$ cat src/rtl/mul8_shift_add_seq.sv
// Sequential unsigned WIDTHxWIDTH shift-and-add multiplier controller.
// Drives an external combinational adder and shifts its {cout,sum} into the product register.
module mul8_shift_add_seq #(
  parameter int WIDTH = 8
) (
  input  logic                 clk,
  input  logic                 rst_n,
  input  logic                 in_valid,
  output logic                 in_ready,
  input  logic [WIDTH-1:0]     in_a,
  input  logic [WIDTH-1:0]     in_b,
  output logic                 out_valid,
  input  logic                 out_ready,
  output logic [2*WIDTH-1:0]   product,
  output logic                 busy,
  output logic [WIDTH-1:0]     add_x,
  output logic [WIDTH-1:0]     add_y,
  output logic                 add_cin,
  input  logic [WIDTH:0]       add_s
);

  localparam int CNT_W = $clog2(WIDTH) + 1;
  localparam logic [CNT_W-1:0] LAST_CNT = CNT_W'(WIDTH - 1);

  typedef enum logic [1:0] {
    IDLE = 2'd0,
    RUN  = 2'd1,
    DONE = 2'd2
  } state_t;

  state_t               state_r;
  state_t               state_s;
  logic [WIDTH-1:0]     mcand_r;
  logic [2*WIDTH-1:0]   p_r;
  logic [CNT_W-1:0]     cnt_r;
  logic                 in_ready_r;
  logic                 busy_r;
  logic                 out_valid_r;

  // Next-state logic; a job always takes exactly WIDTH RUN cycles, no early exit.
  always_comb begin
    state_s = state_r;
    case (state_r)
      IDLE: begin
        if (in_valid) begin
          state_s = RUN;
        end else begin
          state_s = IDLE;
        end
      end
      RUN: begin
        if (cnt_r == LAST_CNT) begin
          state_s = DONE;
        end else begin
          state_s = RUN;
        end
      end
      DONE: begin
        if (out_ready) begin
          state_s = IDLE;
        end else begin
          state_s = DONE;
        end
      end
      default: begin
        state_s = IDLE;
      end
    endcase
  end

  // State register plus handshake flags registered from the next state.
  always_ff @(posedge clk or negedge rst_n) begin
    if (!rst_n) begin
      state_r     <= IDLE;
      in_ready_r  <= 1'b1;
      busy_r      <= 1'b0;
      out_valid_r <= 1'b0;
    end else begin
      state_r     <= state_s;
      in_ready_r  <= (state_s == IDLE);
      busy_r      <= (state_s != IDLE);
      out_valid_r <= (state_s == DONE);
    end
  end

  // Operand/product datapath; the adder carry becomes the new top bit of P.
  always_ff @(posedge clk or negedge rst_n) begin
    if (!rst_n) begin
      mcand_r <= {WIDTH{1'b0}};
      p_r     <= {(2*WIDTH){1'b0}};
      cnt_r   <= {CNT_W{1'b0}};
    end else begin
      case (state_r)
        IDLE: begin
          if (in_valid) begin
            mcand_r <= in_a;
            p_r     <= {{WIDTH{1'b0}}, in_b};
            cnt_r   <= {CNT_W{1'b0}};
          end else begin
            mcand_r <= mcand_r;
            p_r     <= p_r;
            cnt_r   <= cnt_r;
          end
        end
        RUN: begin
          p_r   <= {add_s, p_r[WIDTH-1:1]};
          cnt_r <= cnt_r + CNT_W'(1);
        end
        DONE: begin
          p_r <= p_r;
        end
        default: begin
          p_r <= p_r;
        end
      endcase
    end
  end

  // Adder operands are only non-zero while RUN is accumulating.
  always_comb begin
    add_x   = {WIDTH{1'b0}};
    add_y   = {WIDTH{1'b0}};
    add_cin = 1'b0;
    if (state_r == RUN) begin
      add_x = p_r[2*WIDTH-1:WIDTH];
      if (p_r[0]) begin
        add_y = mcand_r;
      end else begin
        add_y = {WIDTH{1'b0}};
      end
    end else begin
      add_x = {WIDTH{1'b0}};
      add_y = {WIDTH{1'b0}};
    end
  end

  assign in_ready  = in_ready_r;
  assign busy      = busy_r;
  assign out_valid = out_valid_r;
  assign product   = p_r;

endmodule

$ cat config.mk
export PLATFORM = sky130hd
export DESIGN_NAME = mul8_shift_add_seq
export DESIGN_NICKNAME = d
export VERILOG_FILES = /design/src/rtl/mul8_shift_add_seq.sv
export SDC_FILE = /design/constraint.sdc
export NUM_CORES = 1
export LEC_CHECK = 0
export BUFFER_PORTS_ARGS = -buffer_cell sky130_fd_sc_hd__buf_2
export CORE_ASPECT_RATIO = 1.1
export CORE_MARGIN = 3
export CORE_UTILIZATION = 42
export CTS_CLUSTER_SIZE = 28
export DETAILED_ROUTE_END_ITERATION = 8
export PLACE_DENSITY = 0.75
export SLEW_MARGIN = 20
export SYNTH_ARGS = -nofsm -noshare
export SYNTH_HDL_FRONTEND = slang
export SYNTH_SLANG_ARGS = --single-unit
$ cat constraint.sdc
create_clock -name clk -period 1.3 [get_ports clk]
set_input_delay 0.195 -clock clk [delete_from_list [all_inputs] [get_ports clk]]
set_output_delay 0.195 -clock clk [all_outputs]
set_load 0.01 [all_outputs]
==> impl_metrics.ini <==
[worst_setup_path]
ff2ff_setup_slack_ps = -110
cpPeakStageDelay_ps = 440
critPathSlowestCell = dfrtp_2
cp_cell_sequence = nor2b_4, buf_12, and3_1, buf_2
cp.arrival_ps = 1400
crit_family = flip-flops
end_kind = primary output
critical_path_class = flip-flop to primary output
setup.worst_path.start_class = flip-flop
crit_required_ps = 1110
worst-path-buf-inv = 2
path_max_fanout = 29

[die]
initial_utilization = 0.4446
io_pins = 65
dieArea_mm2 = 0.004372
die_w_um = 63.32
core-area_mm2 = 0.003413
die_h_um = 69.05
num_rows = 22

[pwr]
vdd_drop_max_v = 0.0008803
power.internal_w = 0.002933
seq_power_share = 0.393
clkPwrFrac = 0.127
switchingPower_w = 0.001720
switching_share = 0.3697
comb_power_share = 0.480
power_density_mw_per_mm2 = 2215
total_leakage_power_nw = 1.088

[timing]
slew_violations = 0
fin_crit_sh = 1.229
fmax_ghz = 0.6259
hold_violations = 0
whs_ps = 86.51
rsz0062_at_grt = yes
skew_ps = 9.245
layout_min_cycle_time_ps = 1598
fin_ws_ps = -297.6
setup_violations = 31

[synth]
yosys.area.top_type = dfrtp_1
syn_area_per_cell_um2 = 11.77
netlist.area_leader.share = 0.5276
synthTopCellsByArea = dfrtp_1, mux2_2, a22o_1, a22oi_1, and2b_1
synth_nets = 159
synth_warnings = 0
postSynthCellCount = 129
ys_types = 27
ys_ff_latch = 33
netlist_area_mm2 = 0.001518
ys_seq_area_frac = 0.5449

[hold_path]
holdCritPathClass = input port to flip-flop

[drt]
drtIter0Drc = 27
drt_pass1_iterations = 4
num_vias = 1280
vias_per_cell = 5.079
drc = 0
wl_per_cell_um = 14.07
wl_um = 3545
antenna_left = 0

[global_route]
grt_pass1_wl_um = 5844
first_global_vias = 1275
overflow = 0
antenna_found_initial = 0
grt_max_degree = 30
grt.total_usage = 0.1695

[clock_network]
cts_root_buffer = clkbuf_4
cts_buffers = 5
cts_tree = built
clk_latency_ps = 330
clk_pin_slew_ps = 100
cts.sinks = 33
clock_path_buffers = 2
htreeDepth = 2

[layout]
drive_gt1_frac = 0.5441
area_delta_synth_final_pct = 38.42
final_nets = 233
final_common_cell = buf_2
fill_cells = 301
antenna_cells = 0
stdcell_count = 252
post-route-util = 0.6155
mostFrequentLayoutCells = buf_2, dfrtp_1, a22o_1

[status]
violations = setup timing
status = finished with violations

[placement]
place.gp.congestion = 0.7534
portBuffers = 63
dp_cells = 241
dpl.hpwl_um = 2604

[job]
maxCapViolCount = 0
-- final timing paths --
check / from / end / cells after the start
setup / recovery: state_r[1] / add_y[6] / 4
setup reg to reg: state_r[1] / mcand_r[6] / 4
hold reg to reg: cnt_r[3] / cnt_r[3] / 1
min in group asynchronous: rst_n / busy / 2
hold / removal: add_s[4] / product[11] / 2
max in group asynchronous: rst_n / product[0] / 3
-- power by group through the flow --
stage	registers, W	logic (W)	clock network [W]
floorplan	0.00190	0.00116	0
global placement	0.00183	0.00202	0
detailed placement	0.00186	0.00207	0
CTS	0.00182	0.00221	0.000617
global route	0.00192	0.00245	0.000662
finish	0.00183	0.00223	0.000591
-- through the flow --
step | setup WS [ps] | total power, W | area [µm²] | setup TNS (ps)
2_1_floorplan | 10.95 | 0.003058 | 1518 | 0
3_3_place_gp | -63.60 | 0.003848 | 1947 | -803.4
3_5_place_dp | -171.2 | 0.003934 | 1947 | -1961
4_1_cts | -305.9 | 0.004647 | 2069 | -5360
5_1_grt | -350.4 | 0.005024 | 2101 | -6905
6_report | -297.6 | 0.004653 | 2101 | -5262
-- cell usage after synthesis (all sizes together) --
library cell,number
inv,1
nand2b,2
nor3b,1
clkbuf,2
o21ai,8
a22o,10
conb,1
and3,8
mux2i,2
nand2,1
nor2b,2
nor2,1
or3b,1
o21bai,1
and2,9
a22oi,8
buf,8
a21bo,2
nand4,1
dfstp,1
dfrtp,32
and2b,8
mux2,9
ha,1
a21oi,9
-- logic make-up (layout without fill, tap and decap cells) --
family                     Yosys count  in the layout  share of synthesized area
AOI/OAI and AO/OA                   38             38                     0.1715
and+or+nand+nor                     34             34                     0.1533
DFF                                 33             33                     0.5449
muxes                               11             11                    0.07997
buffers and inverters               11             86                    0.03957
adders and majority gates            1              1                   0.008243
other                                1              1                   0.002471
-- sequential cells by signal, summed over array words and instances, names as in the netlist --
register / count
state_r: 2
mcand_r: 8
out_valid: 1
busy: 1
product: 16
in_ready: 1
cnt_r: 4
-- layer usage --
metal  up-vias  wire [µm]  part of all wire  GRT usage
li1        607          -                 -          -
met1       607       1522              0.43     0.2050
met2        61       1683              0.47     0.2720
met3         5        294             0.083    0.04723
met4         0         44             0.012    0.09113
met5         -          0                 0          0
-- what timing repair did --
item	4_1_cts	5_1_grt
pin swaps	0	6
setup buffers	2	0
endpoints found under the setup margin	36	37
gates resized for setup	14	15
hold buffers	1	0
endpoints found under the hold margin	33	0
-- area by class of cell --
cell class / count / area [µm²] / area share
sequential: 33 / 830.8 / 0.3955
clock buffer: 8 / 58.81 / 0.02799
multi-input combinational: 85 / 688.2 / 0.3276
inverter: 1 / 3.754 / 0.001787
tap: 48 / 60.06 / 0.02859
timing repair buffer: 77 / 459.2 / 0.2186
Power figures use the tool's default switching activity.
